$ cat src/rtl/cdb_broadcast_arbiter_pkg.sv
// Shared definitions for the CDB broadcast arbiter: FSM encoding, default
// sizes and the fixed requester slot assignment.
package cdb_broadcast_arbiter_pkg;

  typedef enum logic [0:0] {
    ST_IDLE  = 1'b0,
    ST_BCAST = 1'b1
  } cdb_state_e;

  localparam int unsigned N_REQ_DEF  = 4;
  localparam int unsigned DATA_W_DEF = 32;
  localparam int unsigned TAG_W_DEF  = 5;

  localparam int unsigned REQ_ALU = 0;
  localparam int unsigned REQ_MUL = 1;
  localparam int unsigned REQ_LSU = 2;
  localparam int unsigned REQ_BRU = 3;

  // Broadcast counter holds BCAST_LEN-1, and BCAST_LEN never exceeds 8.
  localparam int unsigned CNT_W = 3;

  function automatic int unsigned idx_width(input int unsigned n);
    return (n > 1) ? $clog2(n) : 1;
  endfunction

endpackage

$ cat src/rtl/cdb_broadcast_arbiter_rr_priority_picker.sv
// Round-robin picker: returns the first asserted request at or after ptr_i,
// wrapping modulo N.
module rr_priority_picker
  import cdb_broadcast_arbiter_pkg::*;
#(
  parameter int unsigned N     = N_REQ_DEF,
  parameter int unsigned IDX_W = idx_width(N)
) (
  input  logic [N-1:0]     req_i,
  input  logic [IDX_W-1:0] ptr_i,
  output logic [N-1:0]     gnt_o,
  output logic [IDX_W-1:0] idx_o,
  output logic             any_o
);

  logic [IDX_W:0]   sum_s;
  logic [IDX_W-1:0] pos_s;

  // Scan from the pointer; ptr_i < N so one conditional subtract wraps the sum.
  always_comb begin
    gnt_o = '0;
    idx_o = '0;
    any_o = 1'b0;
    sum_s = '0;
    pos_s = '0;
    for (int unsigned k = 0; k < N; k++) begin
      sum_s = {1'b0, ptr_i} + (IDX_W+1)'(k);
      if (sum_s >= (IDX_W+1)'(N)) begin
        sum_s = sum_s - (IDX_W+1)'(N);
      end else begin
        sum_s = sum_s;
      end
      pos_s = sum_s[IDX_W-1:0];
      if (!any_o && req_i[pos_s]) begin
        any_o        = 1'b1;
        gnt_o[pos_s] = 1'b1;
        idx_o        = pos_s;
      end else begin
        any_o = any_o;
      end
    end
  end

endmodule

$ cat src/rtl/cdb_broadcast_arbiter.sv
// Common data bus arbiter: grants one result requester round-robin and holds
// its tag/data on the CDB for BCAST_LEN cycles, allowing back-to-back grants.
module cdb_broadcast_arbiter
  import cdb_broadcast_arbiter_pkg::*;
#(
  parameter  int unsigned N_REQ     = N_REQ_DEF,
  parameter  int unsigned DATA_W    = DATA_W_DEF,
  parameter  int unsigned TAG_W     = TAG_W_DEF,
  parameter  int unsigned BCAST_LEN = 2,
  localparam int unsigned IDX_W     = idx_width(N_REQ)
) (
  input  logic                    clk,
  input  logic                    rst,
  input  logic                    flush,
  input  logic                    allowBroadcast,
  input  logic [N_REQ-1:0]        req_valid,
  input  logic [N_REQ*TAG_W-1:0]  req_tag,
  input  logic [N_REQ*DATA_W-1:0] req_data,
  output logic [N_REQ-1:0]        req_ready,
  output logic                    cdb_valid,
  output logic [TAG_W-1:0]        cdb_tag,
  output logic [DATA_W-1:0]       cdb_data,
  output logic [IDX_W-1:0]        cdb_src,
  output logic                    broadcastDataAvailable,
  output logic                    ongoingBroadcast
);

  cdb_state_e        state_q, state_d;
  logic [CNT_W-1:0]  cnt_q, cnt_d;
  logic [IDX_W-1:0]  rr_ptr_q, rr_ptr_d;
  logic [TAG_W-1:0]  tag_q, tag_d;
  logic [DATA_W-1:0] data_q, data_d;
  logic [IDX_W-1:0]  src_q, src_d;

  logic [TAG_W-1:0]  tag_arr_s  [N_REQ];
  logic [DATA_W-1:0] data_arr_s [N_REQ];
  logic [N_REQ-1:0]  pick_gnt_s;
  logic [IDX_W-1:0]  pick_idx_s;
  logic              pick_any_s;
  logic              grant_s;

  for (genvar g = 0; g < N_REQ; g++) begin : g_unpack
    assign tag_arr_s[g]  = req_tag[g*TAG_W +: TAG_W];
    assign data_arr_s[g] = req_data[g*DATA_W +: DATA_W];
  end

  rr_priority_picker #(
    .N     (N_REQ),
    .IDX_W (IDX_W)
  ) u_picker (
    .req_i (req_valid),
    .ptr_i (rr_ptr_q),
    .gnt_o (pick_gnt_s),
    .idx_o (pick_idx_s),
    .any_o (pick_any_s)
  );

  // A new grant may issue from IDLE or in the final cycle of a broadcast.
  assign grant_s = pick_any_s && allowBroadcast && !flush &&
                   ((state_q == ST_IDLE) || (cnt_q == CNT_W'(0)));

  // Next-state and broadcast-register load logic.
  always_comb begin
    state_d  = state_q;
    cnt_d    = cnt_q;
    rr_ptr_d = rr_ptr_q;
    tag_d    = tag_q;
    data_d   = data_q;
    src_d    = src_q;
    if (grant_s) begin
      state_d  = ST_BCAST;
      cnt_d    = CNT_W'(BCAST_LEN - 1);
      tag_d    = tag_arr_s[pick_idx_s];
      data_d   = data_arr_s[pick_idx_s];
      src_d    = pick_idx_s;
      rr_ptr_d = (pick_idx_s == IDX_W'(N_REQ - 1)) ? IDX_W'(0) : pick_idx_s + IDX_W'(1);
    end else begin
      case (state_q)
        ST_IDLE: begin
          state_d = ST_IDLE;
        end
        ST_BCAST: begin
          if (flush || (cnt_q == CNT_W'(0))) begin
            state_d = ST_IDLE;
            cnt_d   = CNT_W'(0);
          end else begin
            cnt_d = cnt_q - CNT_W'(1);
          end
        end
        default: begin
          state_d = ST_IDLE;
          cnt_d   = CNT_W'(0);
        end
      endcase
    end
  end

  // State and broadcast registers.
  always_ff @(posedge clk or negedge rst) begin
    if (!rst) begin
      state_q  <= ST_IDLE;
      cnt_q    <= CNT_W'(0);
      rr_ptr_q <= IDX_W'(0);
      tag_q    <= TAG_W'(0);
      data_q   <= DATA_W'(0);
      src_q    <= IDX_W'(0);
    end else begin
      state_q  <= state_d;
      cnt_q    <= cnt_d;
      rr_ptr_q <= rr_ptr_d;
      tag_q    <= tag_d;
      data_q   <= data_d;
      src_q    <= src_d;
    end
  end

  // Grant is combinational so a newly raised allowBroadcast wins the same cycle.
  assign req_ready              = pick_gnt_s & {N_REQ{grant_s & rst}};
  assign cdb_valid              = (state_q == ST_BCAST);
  assign cdb_tag                = tag_q;
  assign cdb_data               = data_q;
  assign cdb_src                = src_q;
  assign broadcastDataAvailable = |req_valid;
  assign ongoingBroadcast       = (state_q == ST_BCAST) && (cnt_q != CNT_W'(0));

endmodule

$ cat config.mk
export PLATFORM = sky130hd
export DESIGN_NAME = cdb_broadcast_arbiter
export DESIGN_NICKNAME = d
export VERILOG_FILES = /design/src/rtl/cdb_broadcast_arbiter_pkg.sv /design/src/rtl/cdb_broadcast_arbiter_rr_priority_picker.sv /design/src/rtl/cdb_broadcast_arbiter.sv
export SDC_FILE = /design/constraint.sdc
export NUM_CORES = 1
export LEC_CHECK = 0
export ABC_AREA = 1
export CAP_MARGIN = 20
export CORE_ASPECT_RATIO = 1.5
export CORE_MARGIN = 1.5
export CORE_UTILIZATION = 37
export DETAILED_ROUTE_END_ITERATION = 12
export PLACE_DENSITY = 0.85
export SLEW_MARGIN = 20
export SYNTH_ARGS = -nofsm -noshare
export SYNTH_HDL_FRONTEND = slang
export SYNTH_SLANG_ARGS = --single-unit
$ cat constraint.sdc
create_clock -name clk -period 2.5 [get_ports clk]
set_clock_uncertainty 0.1 [all_clocks]
set_input_delay 0.375 -clock clk [delete_from_list [all_inputs] [get_ports clk]]
set_output_delay 0.375 -clock clk [all_outputs]
set_load 0.02 [all_outputs]
=== Word-level counts from Yosys, hierarchy flattened ===
Index checks and enable logic that the tools add are counted.

* Bits in registers: 45

* Add/sub/neg operators: 9
* Order comparisons: 13
* Equal/unequal tests: 1
* Multiplexer cells: 45
* Bitwise gates (word level): 7
* Reduce and logical (&&, ||, !) cells: 21

{| class="wikitable"
|+ Operator list
! kind !! count
|-
| $bmux 32 s2 || 1
|-
| $mux 32 || 2
|-
| $mux 2 || 9
|-
| $mux 4 || 4
|-
| $mux 1 || 14
|-
| $ge 3x3->1 const B || 4
|-
| $lt 2x3->1 const B || 4
|-
| $or 4x4->4 || 3
|-
| $logic_and 1x1->1 || 11
|-
| $bmux 5 s2 || 1
|-
| $mux 5 || 2
|-
| $mux 3 || 3
|-
| $bmux 1 s2 || 4
|-
| $demux 1 s2 || 4
|-
| $ge 2x1->1 const B || 4
|-
| $sub 2x1->2 const B || 4
|-
| $add 2x2->3 const B || 2
|-
| $and 4x4->4 || 1
|-
| $logic_not 1->1 || 4
|-
| $reduce_or 4->1 || 1
|-
| $add 2x1->3 const B || 1
|-
| $ge 2x3->1 const B || 1
|-
| $logic_not 3->1 || 1
|-
| $not 2->3 || 1
|-
| other kinds (9) || 10
|}

=== Depth between registers and ports, before layout ===
* Depth in word-level cells: 19
* Mapped depth: 18
* Mapped depth without buffers: 14

=== Modules after synthesis ===
From an unflattened synthesis, not the netlist that was laid out.

* Cell total of the unflattened synthesis: 728
* Area total of the unflattened synthesis: 4107.7 sq um

{| class="wikitable"
|+ Modules (own cells, without submodules)
! module !! times used !! cells an instance !! area an instance (sq um)
|-
| cdb_broadcast_arbiter || 1 || 654 || 3667.3
|-
| rr_priority_picker || 1 || 74 || 440.4
|}

=== Worst setup path before layout ===
Ideal clock, no wire load.

* Path type: register to output
* Start: reg rr_ptr_q[0]
* End: out req_ready[3]
* Data arrival time: 1.960 ns
* Data required time: 2.025 ns
* Path slack: 0.065 ns
* Stages on the path, launching flop included: 13
* Cell sequence: dfrtp_1 -> buf_6 -> inv_4 -> buf_6 -> ha_1 -> inv_1 -> nand3_1 -> nand2_2 -> nor2_8 -> nand3_2 -> o2111ai_1 -> nand2_1 -> inv_1

* Word-level cells in the longest chain between the ends: 19
* Elaborated cells between the ends (all ways): 65
* Those cells by class: 7 x add/sub; 12 x order compare; 28 x mux; 5 x bitwise; 13 x reduce/logical

{| class="wikitable"
|+ RTL lines
! what !! line !! source
|-
| from (decl) || cdb_broadcast_arbiter.sv:30 || <nowiki>logic [IDX_W-1:0] rr_ptr_q, rr_ptr_d;</nowiki>
|-
| from (signal assigned) || cdb_broadcast_arbiter.sv:110 || <nowiki>rr_ptr_q <= rr_ptr_d;</nowiki>
|-
| parallel branches: the longest is 18 deep, another holds $add 2x1->3 || - ||
|-
| $and 4x4->4 * || cdb_broadcast_arbiter.sv:118 || <nowiki>assign req_ready = pick_gnt_s & {N_REQ{grant_s & rst}};</nowiki>
|-
| to (decl) || cdb_broadcast_arbiter.sv:19 || <nowiki>output logic [N_REQ-1:0] req_ready,</nowiki>
|}

Every way passes the cells marked *. The select of a mux whose other input is x is not followed.

=== Final worst setup path ===
* Start: in req_valid[0]
* End: out req_ready[2]

* Word-level cells in the longest chain between the ends: 17
* Elaborated cells between the ends (all ways): 30
* Those cells by class: 16 x mux; 5 x bitwise; 9 x reduce/logical

{| class="wikitable"
|+ RTL lines
! what !! line !! source
|-
| from (decl) || cdb_broadcast_arbiter.sv:16 || <nowiki>input logic [N_REQ-1:0] req_valid,</nowiki>
|-
| $bmux 1 s2 || cdb_broadcast_arbiter_rr_priority_picker.sv:34 || <nowiki>if (!any_o && req_i[pos_s]) begin</nowiki>
|-
| $mux 1 (not written as such) || cdb_broadcast_arbiter_rr_priority_picker.sv:34 ||
|-
| $mux 1 || cdb_broadcast_arbiter_rr_priority_picker.sv:34 ||
|-
| $logic_not 1->1 || cdb_broadcast_arbiter_rr_priority_picker.sv:34 ||
|-
| $logic_and 1x1->1 || cdb_broadcast_arbiter_rr_priority_picker.sv:34 ||
|-
| $mux 1 || cdb_broadcast_arbiter_rr_priority_picker.sv:34 ||
|-
| $logic_not 1->1 || cdb_broadcast_arbiter_rr_priority_picker.sv:34 ||
|-
| $logic_and 1x1->1 || cdb_broadcast_arbiter_rr_priority_picker.sv:34 ||
|-
| $mux 1 || cdb_broadcast_arbiter_rr_priority_picker.sv:34 ||
|-
| $logic_not 1->1 || cdb_broadcast_arbiter_rr_priority_picker.sv:34 ||
|-
| $logic_and 1x1->1 || cdb_broadcast_arbiter_rr_priority_picker.sv:34 ||
|-
| $mux 1 || cdb_broadcast_arbiter_rr_priority_picker.sv:34 ||
|-
| $logic_and 1x1->1 (3 in series) || cdb_broadcast_arbiter.sv:59 || <nowiki>assign grant_s = pick_any_s && allowBroadcast && !flush &&</nowiki>
|-
| $and 1x1->1 || cdb_broadcast_arbiter.sv:118 ||
|-
| $and 4x4->4 * || cdb_broadcast_arbiter.sv:118 ||
|}

Every way passes the cells marked *; elsewhere a longest branch is shown, timed or not. The select of a mux whose other input is x is not followed.

==> impl_metrics.yaml <==
run_status:
  status: "finished, final reports clean"
placed_design:
  portBuffers: 201
  placed_area_um2: 6280
  dp_hpwl_mm: 9.95
  place_congestion: 0.888
synthesis:
  netlist_area_um2: 4000
  ys_seq_area_share_pct: 28.1
  syn_inst: 621
  avgSynthCellArea_um2: 6.45
  synth_cell_types: 34
  yosysWarnings: 0
  yosys_register_bits: 45
  syn_nets: 786
route:
  wl_met3_um: 610
  highest_layer: "met4"
  vias: 4747
  routed_wl_mm: 13.6
  drt-pass1-iter-count: 5
  wl_met2_mm: 7.32
  drtIter0Drc: 221
  remaining_drc_errors: 0
  detail_route.wl_per_cell_um: 14.0
  detail-route-antenna-nets: 0
  drt-met1-wl_mm: 5.17
  routed_via_density: 4.86
power:
  pwr-share-seq_pct: 14.3
  ir_drop_mv: 0.696
  switching_share_pct: 50.1
  internal_power_mw: 4.39
  p_leak_nw: 3.28
  p_switching_mw: 4.41
  combPwrFrac_pct: 77.7
  cellPowerDensity_nw_per_um2: 1340
  p_clk_share_pct: 8.0
worst_setup_path:
  cp.arrival_ps: 1970
  cpPeakStageDelay_ps: 450
  path_common_cell: "buf_4"
  required_ps: 2030
  cpMaxStageDelayCell: "clkdlybuf4s50_1"
  path_class: "input pin to output pin"
  path_cells: "clkdlybuf4s50_1, inv_2, nand2_2, nand3_4, nand2_8, buf_4, a22oi_2, nand2_1, o21ai_1, inv_1, buf_4"
  endpoint_kind: "output pin"
  startpoint_type: "input pin"
  cp_max_fo: 4
timing:
  post-route-min-period_ps: 2440
  finalSetupViolCount: 0
  max_freq_mhz: 409
  worst_slew_pin_slew_ps: 597
  relSlewSlack_pct: 60.2
  post-route-period-util_pct: 97.7
  timing.hold.ws_ps: 107
  final_hold_viol_count: 0
  drv_slew: 0
global_route:
  grt_max_degree: 49
  overflow: 0
  grt_pass1_vias: 4615
  track_usage_pct: 23.4
  antenna_found_initial: 0
  grt_pass1_wl_mm: 21.3
final_layout:
  drive_above_1_share_pct: 11.2
  antennaDiodeCount: 0
  utilization_pct: 62.6
  area.growth.synth_to_final_pct: 64.7
  finish.instance_area_um2: 6590
  nNetsFinal: 996
floorplanning:
  fp.dieW_um: 87.9
  core_area_um2: 10500
  die-area_um2: 11500
  ios: 202
  rows: 46
  die-height_um: 130
  start_util_pct: 38.0
clocking:
  cts_tree: "built"
  clk_path_buf_depth: 2
  clk-insertion-delay-late_ps: 280
  clk_pin_slew_ps: 60
  h-tree-depth: 2
  cts_inserted_buffers: 5
  cts.sinks: 45
  cts_root_buf: "clkbuf_16"
job:
  maxCapViolations: 0
hold_path:
  hold_class: "input pin to asynchronous set/reset pin"
[repair_timing]
action,in CTS,in global routing
endpoints found under the setup margin,6,40
setup buffers,0,5
hold endpoints to repair,0,0
cloned,0,1
pin swaps,0,8
resized for setup,24,25
hold buffers,0,0
[per-layer routing]
metal | vias up | global-route usage [%]
li1 | 2383 | -
met1 | 2144 | 27.2
met2 | 176 | 42.2
met3 | 44 | 3.45
met4 | 0 | 10.2
met5 | - | 0
[cells by family (layout without fill, tap and decap cells)]
group,after synthesis,after routing,share of synthesized area [%]
compound gates,18,18,3.00
fa+ha+maj,9,9,2.81
buf+inv,119,330,13.9
flops,45,45,28.1
simple gates,430,430,52.2
[synth_stat cells (all sizes together)]
master,number,area (um2)
or2,18,113
o21a,1,7.51
nand2,247,962
nand3,96,518
o21ai,5,28.8
o211ai,1,7.51
o2111ai,1,8.76
a22oi,3,22.5
inv,80,303
nand4,21,138
o22ai,1,6.26
a21oi,4,23.8
dfrtp,45,1130
ha,9,113
a211oi,1,7.51
nor2,9,66.3
a21boi,1,7.51
nand3b,38,285
clkbuf,10,37.5
and2,1,6.26
buf,29,216
[power groups by stage]
stage | Sequential (mW) | Clock (mW) | Combinational, mW
5_1_grt | 1.31 | 0.745 | 7.56
6_report | 1.26 | 0.703 | 6.84
4_1_cts | 1.26 | 0.718 | 6.53
3_3_place_gp | 1.25 | 0 | 6.39
2_1_floorplan | 1.63 | 0 | 3.95
3_5_place_dp | 1.27 | 0 | 6.44
[registers in the layout, summed over array words and instances, names as in the netlist]
signal and flops:
cdb_src 2, cnt_q 3, cdb_valid 1, cdb_tag 5, cdb_data 32, rr_ptr_q 2
[cell usage in the layout (no fill, tap or decap), types with 6 or more instances in the layout]
cell	instances
ha_1	8
buf_4	34
buf_12	7
nand4_1	20
or2_1	18
nand2_1	236
clkdlybuf4s50_1	195
inv_1	70
dfrtp_1	45
nand3b_1	38
inv_2	9
nand2_2	6
nand3_1	89
clkbuf_16	6
[worst max-delay path, delay by kind of cell]
family | cells | cell delay [ps]
buffers and inverters | 5 | 910
and+or+nand+nor | 4 | 350
AOI/OAI and AO/OA | 2 | 320
[stage by stage]
step           TNS (ps)  total power [mW]  std cells  worst slack, ps
3_5_place_dp      -7130              7.71        962             -390
5_1_grt           -11.1              9.61        976            -11.1
6_report              0              8.80        976             57.8
3_3_place_gp      -5550              7.64        962             -345
2_1_floorplan         0              5.59        621             65.0
4_1_cts               0              8.51        970             12.1
[final timing paths]
kind                            depth (start not counted)                    start  slack, ps                 endpoint
worst max register to register                         15  rr_ptr_q[0]$_DFFE_PN0N_        150  cdb_data[8]$_DFFE_PN0N_
worst min-delay path                                    2                      rst        110   cdb_tag[4]$_DFFE_PN0N_
worst max-delay path                                   11             req_valid[0]         60             req_ready[2]
max in group asynchronous                               2                      rst       1790  cdb_data[1]$_DFFE_PN0N_
worst min register to register                          2  cdb_data[1]$_DFFE_PN0N_        380  cdb_data[1]$_DFFE_PN0N_
min in group clk                                        2  cdb_data[1]$_DFFE_PN0N_        380  cdb_data[1]$_DFFE_PN0N_
[layout make-up]
cell class,instances,area (um2)
fill,945,3940
timing repair buffer,242,2420
sequential,45,1130
multi-input combinational,457,2410
inverter,80,303
clock inverter,1,5.00
tap,144,180
clock buffer,7,153
No activity file was read; power rests on OpenSTA's default activity.
